<file path="src/rtl/pindriver_bus.sv">
// Registered output driver for a bidirectional pin bus: sequences output-enable through
// setup, drive, hold and turnaround phases, all timed by the shared 'ena' tick.
module pindriver_bus #(
   parameter int WIDTH       = 8,
   parameter int SETUP_TICKS = 1,
   parameter int HOLD_TICKS  = 2,
   parameter int TURN_TICKS  = 1,
   parameter int CNT_W       = 4
) (
   input  logic             clk,
   input  logic             reset_n,
   input  logic             ena,
   input  logic             req,
   input  logic [WIDTH-1:0] din,
   output logic             ack,
   input  logic             phase_end,
   input  logic             abort,
   output logic [WIDTH-1:0] pin_d,
   output logic             pin_oe,
   output logic             drv_valid,
   output logic             busy
);

   typedef enum logic [2:0] {IDLE, SETUP, DRIVE, HOLD, TURN} state_t;

   localparam logic [CNT_W-1:0] SETUP_CNT = CNT_W'(SETUP_TICKS);
   localparam logic [CNT_W-1:0] HOLD_CNT  = CNT_W'(HOLD_TICKS);
   localparam logic [CNT_W-1:0] TURN_CNT  = CNT_W'(TURN_TICKS);
   localparam logic [CNT_W-1:0] CNT_ONE   = CNT_W'(1);

   state_t           state, state_n;
   logic [CNT_W-1:0] cnt, cnt_n;
   logic             pend, pend_n;
   logic [WIDTH-1:0] d_n;
   logic             oe_n, ack_n;
   logic             go_hold, go_turn;
   logic             last_tick;

   // A phase ends on the tick that takes the counter to zero, so it lasts exactly *_TICKS ticks.
   assign last_tick = (cnt <= CNT_ONE);

   // NOTE: every output is a flop fed from next-state logic, and sequential state uses
   // non-blocking assignments so all registers update together from pre-edge values.
   always_ff @(posedge clk or negedge reset_n) begin
      if (!reset_n) begin
         state     <= IDLE;
         cnt       <= '0;
         pend      <= 1'b0;
         pin_d     <= '1;
         pin_oe    <= 1'b0;
         ack       <= 1'b0;
         drv_valid <= 1'b0;
         busy      <= 1'b0;
      end else begin
         state     <= state_n;
         cnt       <= cnt_n;
         pend      <= pend_n;
         pin_d     <= d_n;
         pin_oe    <= oe_n;
         ack       <= ack_n;
         drv_valid <= (state_n == DRIVE);
         busy      <= (state_n != IDLE);
      end
   end

   // NOTE: every signal written here gets a default first, so no path can infer a latch.
   always_comb begin
      state_n = state;
      cnt_n   = cnt;
      pend_n  = pend;
      d_n     = pin_d;
      oe_n    = pin_oe;
      ack_n   = 1'b0;
      go_hold = 1'b0;
      go_turn = 1'b0;

      if (abort) begin
         if (state != IDLE) begin
            oe_n   = 1'b0;
            d_n    = '1;
            pend_n = 1'b0;
            if (TURN_TICKS > 0) begin
               state_n = TURN;
               cnt_n   = TURN_CNT;
            end else begin
               state_n = IDLE;
               cnt_n   = '0;
            end
         end
      end else if (ena) begin
         case (state)
            IDLE: begin
               if (req) begin
                  d_n   = din;
                  oe_n  = 1'b1;
                  ack_n = 1'b1;
                  if (SETUP_TICKS > 0) begin
                     state_n = SETUP;
                     cnt_n   = SETUP_CNT;
                  end else begin
                     state_n = DRIVE;
                     cnt_n   = '0;
                  end
               end
            end
            SETUP: begin
               if (phase_end) pend_n = 1'b1;
               if (last_tick) begin
                  pend_n = 1'b0;
                  // A host strobe that already ended during setup skips the drive phase.
                  if (pend || phase_end) begin
                     go_hold = 1'b1;
                  end else begin
                     state_n = DRIVE;
                     cnt_n   = '0;
                  end
               end else begin
                  cnt_n = cnt - CNT_ONE;
               end
            end
            DRIVE: begin
               if (phase_end) go_hold = 1'b1;
            end
            HOLD: begin
               if (last_tick) go_turn = 1'b1;
               else           cnt_n   = cnt - CNT_ONE;
            end
            TURN: begin
               if (last_tick) begin
                  state_n = IDLE;
                  cnt_n   = '0;
               end else begin
                  cnt_n = cnt - CNT_ONE;
               end
            end
            default: begin
               state_n = IDLE;
               cnt_n   = '0;
            end
         endcase

         if (go_hold) begin
            if (HOLD_TICKS > 0) begin
               state_n = HOLD;
               cnt_n   = HOLD_CNT;
            end else begin
               go_turn = 1'b1;
            end
         end

         if (go_turn) begin
            oe_n = 1'b0;
            d_n  = '1;
            if (TURN_TICKS > 0) begin
               state_n = TURN;
               cnt_n   = TURN_CNT;
            end else begin
               state_n = IDLE;
               cnt_n   = '0;
            end
         end
      end
   end

endmodule

</file>
<file path="config.mk">
export PLATFORM = sky130hd
export DESIGN_NAME = pindriver_bus
export DESIGN_NICKNAME = d
export VERILOG_FILES = /design/src/rtl/pindriver_bus.sv
export SDC_FILE = /design/constraint.sdc
export NUM_CORES = 1
export LEC_CHECK = 0
export CORE_MARGIN = 5
export CORE_UTILIZATION = 40
export DETAILED_ROUTE_END_ITERATION = 10
export PLACE_DENSITY = 0.79
export SLEW_MARGIN = 10
export SYNTH_ARGS = -nofsm -noshare
export SYNTH_HDL_FRONTEND = slang
export SYNTH_SLANG_ARGS = --single-unit
</file>
<file path="constraint.sdc">
create_clock -name clk -period 2.06 [get_ports clk]
set_clock_uncertainty 0.05 [all_clocks]
set_input_delay 0.412 -clock clk [delete_from_list [all_inputs] [get_ports clk]]
set_output_delay 0.412 -clock clk [all_outputs]
set_load 0.02 [all_outputs]
</file>
==> results of run 1 <==
through the flow:
step	instances	hold WS, ns	setup TNS [ns]	setup WS (ns)
after floorplan	109	0.0664	0	0.000990
after CTS	181	0.382	0	0.0382
final	183	0.382	0	0.0514
after global routing	183	0.393	-0.0166	-0.0166
after global placement	176	0.451	-0.231	-0.111
after detailed placement	176	0.458	-0.360	-0.162
worst reg2reg max path: stages (launching register included):
cell,delay [ns]
dfrtp_1,0.42
inv_2,0.05
ha_2,0.19
or2_4,0.24
and2_4,0.18
a41o_1,0.23
a21o_1,0.20
or3b_1,0.35
routing by layer:
metal	global-route usage	share of wire	vias to the layer above
met1	0.176	0.40	511
met3	0.0360	0.075	0
li1	-	-	498
met2	0.259	0.52	35
met5	0	0	-
met4	0.0239	0	0
kinds of logic after synthesis:
kind of cell             after synthesis  synth area share
buffers and inverters                 13            0.0555
adder cells (fa/ha/maj)                2            0.0226
AO/OA/AOI/OAI                         36             0.274
AND/OR/NAND/NOR                       38             0.186
flip-flops                            20             0.462
placed cells by master, fill, tap and decap left out, types with 2 or more instances in the layout:
cell,instances
nor2b_1,3
ha_2,2
clkdlybuf4s50_1,25
o21ai_0,7
inv_1,7
nor2_1,8
a32o_1,2
a31oi_1,4
nand4_1,2
buf_4,19
dfstp_2,8
nor4b_1,2
nand2_1,10
o22a_1,8
nor3_1,3
clkbuf_4,3
dfrtp_1,12
a21o_1,2
a211oi_1,2
where the power goes:
| group | switching [uW] | total (uW) | internal (uW) |
|---|---|---|---|
| sequential | 72.4 | 557 | 485 |
| clock | 116 | 223 | 108 |
| combinational | 378 | 754 | 376 |
path summary, 6_finish.rpt:
kind	endpoint	slack (ns)	cells past startpoint	start
worst max-delay path	busy$_DFF_PN0_	0.05	7	cnt[0]$_DFFE_PN0P_
worst min-delay path	drv_valid$_DFF_PN0_	0.38	2	reset_n
worst max register to register	busy$_DFF_PN0_	0.05	7	cnt[0]$_DFFE_PN0P_
worst min register to register	pin_d[0]$_DFFE_PN1P_	0.47	1	pin_d[0]$_DFFE_PN1P_
max in group asynchronous	pin_d[5]$_DFFE_PN1P_	1.31	2	reset_n
min in group clk	pin_d[0]$_DFFE_PN1P_	0.47	1	pin_d[0]$_DFFE_PN1P_
cell type report:
cell class                 instances  share of cell area
timing repair buffer              44               0.252
clock buffer                       4              0.0233
multi-input combinational         76               0.352
tap                               31              0.0249
sequential                        20               0.328
inverter                           8              0.0193
what timing repair did:
| action | CTS | global route |
|---|---|---|
| resized for setup | 0 | 4 |
| buffers inserted | 1 | 2 |
| endpoints found under the setup margin | 1 | 3 |
registers in the layout, indices dropped and copies added (netlist names):
signal / cells
pin_d: 8
cnt: 4
state: 3
ack: 1
busy: 1
drv_valid: 1
pend: 1
pin_oe: 1
==> summary.txt, run 1 <==
Run status
  • Outcome: completed

Clock tree
  • CTS max path bufs: 2
  • H-tree Lvls: 1
  • Clock sink count: 20
  • Worst-skew pair later-pin latency: 0.29 ns
  • Num CTS Buffers: 3
  • Reg clk slew, reported paths: around 0.11 ns
  • CTS root buffer: clkbuf_4
  • Hold_buf cts: 0
  • TritonCTS clock tree: built

Synth
  • Mapped Cells: around 110
  • YS warnings: 0
  • Syn Std Cell Area: 0.00110 mm2
  • Seq/Total Area, Yosys: 0.462
  • Yosys reg bits: 20
  • Ranking of synthesized cells by area: dfrtp_1 (27%), dfstp_2 (19%), o22a_1 (6.3%)
  • Number of synthesized flops with an enable pin: 0
  • Synthesized area per cell: around 10 um2
  • Top cell type by total area after synthesis: dfrtp_1
  • Synth cell count leaders: dfrtp_1 (12), nand2_1 (10)
  • Yosys cell types: 38
  • Post-Syn Nets: roughly 130
  • Top_reg_cell synth: dfrtp_1
  • Async SR Flop Fraction: 1.00
  • Post-synth top area share: 0.272
  • Most common cell in the netlist: dfrtp_1

STA
  • Worst-Margin Slew: around 0.50 ns
  • Final Slew Violations: 0
  • Period utilization: 0.975
  • Final setup viols: 0
  • Final-report hold violation count: 0
  • Final min period: 2.01 ns
  • Fmax: approximately 0.5 GHz
  • Slew HR: 0.659

Drt
  • Drt wl/cell: approximately 15 um
  • Via Count: between 1,000 and 1,500
  • Final wirelength: between 2000 and 3000 um
  • Drt via density: approximately 5.7
  • ANT nets after route: 0
  • Pre-antenna DRT Iters: 4
  • Remaining DRCs: 0
  • Starting DRT DRC Count: 44

Hold path
  • Worst Hold Class: input pin to asynchronous set/reset pin

Floorplanning
  • Row count: 19
  • Die area: between 0.003 and 0.004 mm2
  • Core area: approximately 0.0027 mm2
  • Initial Util: 0.408
  • Die span in y: ~63 um
  • Ports: 26
  • Width of the die: 62.6 um

Worst setup path
  • Max incr delay on CP: about 0.42 ns
  • CP arrival: about 2.1 ns
  • WS Path Type: flop to flop
  • Buf+Inv Stages, Crit Path: 1
  • CP max stage cell: dfrtp_1
  • CP Launch Type: flop
  • CP required: roughly 2.2 ns
  • Delay-heaviest family, CP: simple AND/OR/NAND/NOR gates
  • Crit Path Max Fanout: 4
  • Crit path cell chain: inv_2 -> ha_2 -> or2_4 -> and2_4 -> a41o_1 -> a21o_1 -> or3b_1
  • Worst setup EP type: flop

Cells and area
  • Filler cell count: about 240
  • FF+latch area: 510 um2
  • Layout area overhead: 40.9%
  • Multi-input logic area: between 500 and 600 um2
  • Post-route design area: ~0.0016 mm2
  • Util after Layout: 0.574
  • Layout Nets: approximately 170
  • Layout cells sized above 1: 0.276
  • Ant. Diodes: 0

Placement
  • Final Wtd Congestion: approximately 0.88
  • Area post-placement: roughly 0.0015 mm2
  • DP Wirelength: around 2000 um
  • I/O Buffers: 25

Global route
  • First-pass GRT wire length: about 4800 um
  • Initial antenna violation count: 0
  • GRT overflow: 0
  • Largest net degree at the start of global routing: 21
  • Vias in the first global route: 1,055
  • Gr usage total: 0.145

Power
  • Leak: 0.000670 uW
  • Power, Total: roughly 1500 uW
  • Peak ir drop on the vdd network: between 0.7 and 0.8 mV
  • Pwr dens: about 990 mW/mm2

Job
  • Max-cap viol count: 0
Power figures use the tool's default switching activity.
==> inputs of run 2 (changes only) <==
SLEW_MARGIN = default   (was 10)
==> results of run 2 <==
Final layout, timing and power as in run 1 (identical DEF).
==> inputs of run 3 (changes only) <==
CORE_MARGIN = default   (was 5)
==> summary.txt, run 3 (synthesis results as in run 1) <==
Run status
  • Outcome: completed (unchanged)

Worst setup path
  • WS Path Type: flop to flop (unchanged)
  • FF-to-FF setup slack: 0.08 ns (was 0.05 ns)
  • Crit Path Max Fanout: 4 (unchanged)
  • Reg-to-reg startpoint: cnt[1]$_DFFE_PN0P_ (was cnt[0]$_DFFE_PN0P_)
  • Worst setup EP type: flop (unchanged)
  • Reg2reg path depth: 7 (unchanged)
  • CP Launch Type: flop (unchanged)
  • Worst Setup EP: busy$_DFF_PN0_ (unchanged)
  • FF-to-FF End: busy$_DFF_PN0_ (unchanged)
  • CP required: 2.20 ns (was 2.19 ns)
  • CP startpoint: cnt[1]$_DFFE_PN0P_ (was cnt[0]$_DFFE_PN0P_)
  • CP arrival: 2.12 ns (was 2.14 ns)

Cells and area
  • Max reg flops: 8 (unchanged)
  • Ant. Diodes: 0 (unchanged)
  • Top reg by flops: pin_d (unchanged)
  • Layout cells sized above 1: 0.292 (was 0.276)
  • Non-Filler Instances: 184 (was 183)
  • Layout Nets: 171 (was 169)
  • Filler cell count: 207 (was 244)
  • Largest regs: pin_d: 8 flops, cnt: 4 flops, state: 3 flops (unchanged)
  • Most frequent cells in the layout: clkdlybuf4s50_1 (25), buf_4 (21), dfrtp_1 (12), nand2_1 (10) (was clkdlybuf4s50_1 (25), buf_4 (19), dfrtp_1 (12), nand2_1 (10))
  • Layout area overhead: 43.0% (was 40.9%)
  • Most common cell after layout, fill and taps aside: clkdlybuf4s50_1 (unchanged)

Job
  • Max-cap viol count: 0 (unchanged)

Clock tree
  • H-tree Lvls: 1 (unchanged)
  • CTS root buffer: clkbuf_4 (unchanged)
  • Clock sink count: 20 (unchanged)
  • Reg clk slew, reported paths: 0.11 ns (about the same)
  • Num CTS Buffers: 3 (unchanged)
  • Worst-skew pair later-pin latency: 0.30 ns (was 0.29 ns)
  • CTS max path bufs: 2 (unchanged)
  • TritonCTS clock tree: built (unchanged)

Hold path
  • Worst Hold Class: input pin to asynchronous set/reset pin (unchanged)

Placement
  • Final Wtd Congestion: 0.913 (was 0.884)
  • I/O Buffers: 25 (unchanged)
  • DP Wirelength: 2100 um (was 2050 um)
  • Placed Cells: 176 (unchanged)

STA
  • Final min period: 1.98 ns (was 2.01 ns)
  • Final setup viols: 0 (unchanged)
  • Period utilization: 0.959 (was 0.975)
  • Setup TNS: 0 ns (unchanged)
  • Final-report hold violation count: 0 (unchanged)
  • Final Slew Violations: 0 (unchanged)
  • Worst-Margin Slew: 0.460 ns (was 0.505 ns)
  • Fmax: 0.506 GHz (was 0.498 GHz)
  • Slew HR: 0.689 (was 0.659)

Drt
  • Pre-antenna DRT Iters: 5 (was 4)
  • Drt via density: 5.72 (was 5.70)
  • Remaining DRCs: 0 (unchanged)
  • Final wirelength: 2840 um (was 2690 um)
  • Via Count: 1,052 (was 1,044)
  • Drt wl/cell: 15.4 um (was 14.7 um)
  • Starting DRT DRC Count: 24 (was 44)
  • ANT nets after route: 0 (unchanged)

Power
  • Clock power frac: 0.142 (was 0.145)
  • Leak: 0.000684 uW (was 0.000670 uW)
  • Pwr dens: 1010 mW/mm2 (was 986 mW/mm2)
  • Peak ir drop on the vdd network: 0.753 mV (was 0.709 mV)
  • Net Sw Frac: 0.374 (was 0.369)
  • P_sw: 595 uW (was 566 uW)
  • Power, Total: 1590 uW (was 1530 uW)
  • Combinational share of power: 0.513 (was 0.491)
  • P_int: 996 uW (was 969 uW)
  • Seq pwr share: 0.345 (was 0.363)

Floorplanning
  • Width of the die: 54.6 um (was 62.6 um)
  • Die span in y: 54.6 um (was 62.6 um)
  • Initial Util: 0.434 (was 0.408)
  • Ports: 26 (unchanged)
  • Die area: 0.00298 mm2 (was 0.00391 mm2)
  • Row count: 18 (was 19)
  • Core area: 0.00254 mm2 (was 0.00271 mm2)

Global route
  • First-pass GRT wire length: 4850 um (was 4800 um)
  • GRT overflow: 0 (unchanged)
  • Vias in the first global route: 1,037 (was 1,055)
  • Gr usage total: 0.236 (was 0.145)
  • Initial antenna violation count: 0 (unchanged)
  • Largest net degree at the start of global routing: 21 (unchanged)
-- run 3: how the worst min path moves through the flow --
stage,end,cells past startpoint,slack [ns]
4_1_cts,drv_valid$_DFF_PN0_,2,0.38
2_1_floorplan,ack$_DFF_PN0_,0,0.07
3_5_place_dp,pin_d[7]$_DFFE_PN1P_,1,0.46
5_1_grt,drv_valid$_DFF_PN0_,2,0.39
3_3_place_gp,pin_d[4]$_DFFE_PN1P_,1,0.45
6_report,drv_valid$_DFF_PN0_,2,0.38
-- run 3: layer usage --
metal / wire [um] / global-route usage / part of all wire / vias up
met5: 0 / 0 / 0 / -
met4: 25 / 0.0769 / 0.0088 / 0
met3: 231 / 0.0556 / 0.081 / 4
met2: 1440 / 0.372 / 0.51 / 53
met1: 1140 / 0.316 / 0.40 / 498
li1: - / - / - / 497
-- run 3: stage by stage --
| stage | hold WS (ns) | instance area [um2] | worst slack (ns) | utilization |
|---|---|---|---|---|
| 2_1_floorplan | 0.0664 | 1110 | 0.000990 | - |
| 3_3_place_gp | 0.450 | 1490 | -0.110 | 0.586 |
| 3_5_place_dp | 0.456 | 1490 | -0.195 | 0.586 |
| 4_1_cts | 0.381 | 1540 | 0.0176 | 0.603 |
| 5_1_grt | 0.392 | 1580 | -0.0272 | 0.621 |
| 6_report | 0.377 | 1580 | 0.0839 | 0.621 |
-- run 3: area by class of cell --
cell class	instances	area, um2	share of cell area
clock buffer	4	36.3	0.0230
inverter	8	30.0	0.0190
multi-input combinational	76	558	0.353
sequential	20	510	0.323
tap	30	37.5	0.0238
timing repair buffer	46	408	0.258
-- run 3: worst max-delay path, cell delays in order (launching register included) --
cell     delay [ns]
dfrtp_1        0.40
inv_2          0.08
ha_4           0.16
or2_4          0.25
and2_4         0.18
a41o_1         0.20
a21o_1         0.18
or3b_1         0.37
-- run 3: power by group through the flow --
stage	registers, uW	logic (uW)	clock network [uW]
after floorplan	594	418	0
after global placement	551	696	0
after detailed placement	555	719	0
after CTS	545	736	234
after global routing	558	891	260
final	549	816	226
-- run 3: timing repair --
action | CTS | global route
buffers inserted | 1 | 3
gates resized for setup | 0 | 6
pin swaps | 0 | 6
hold buffers | 0 | 0
setup endpoints to repair | 2 | 4
hold endpoints to repair | 0 | 0
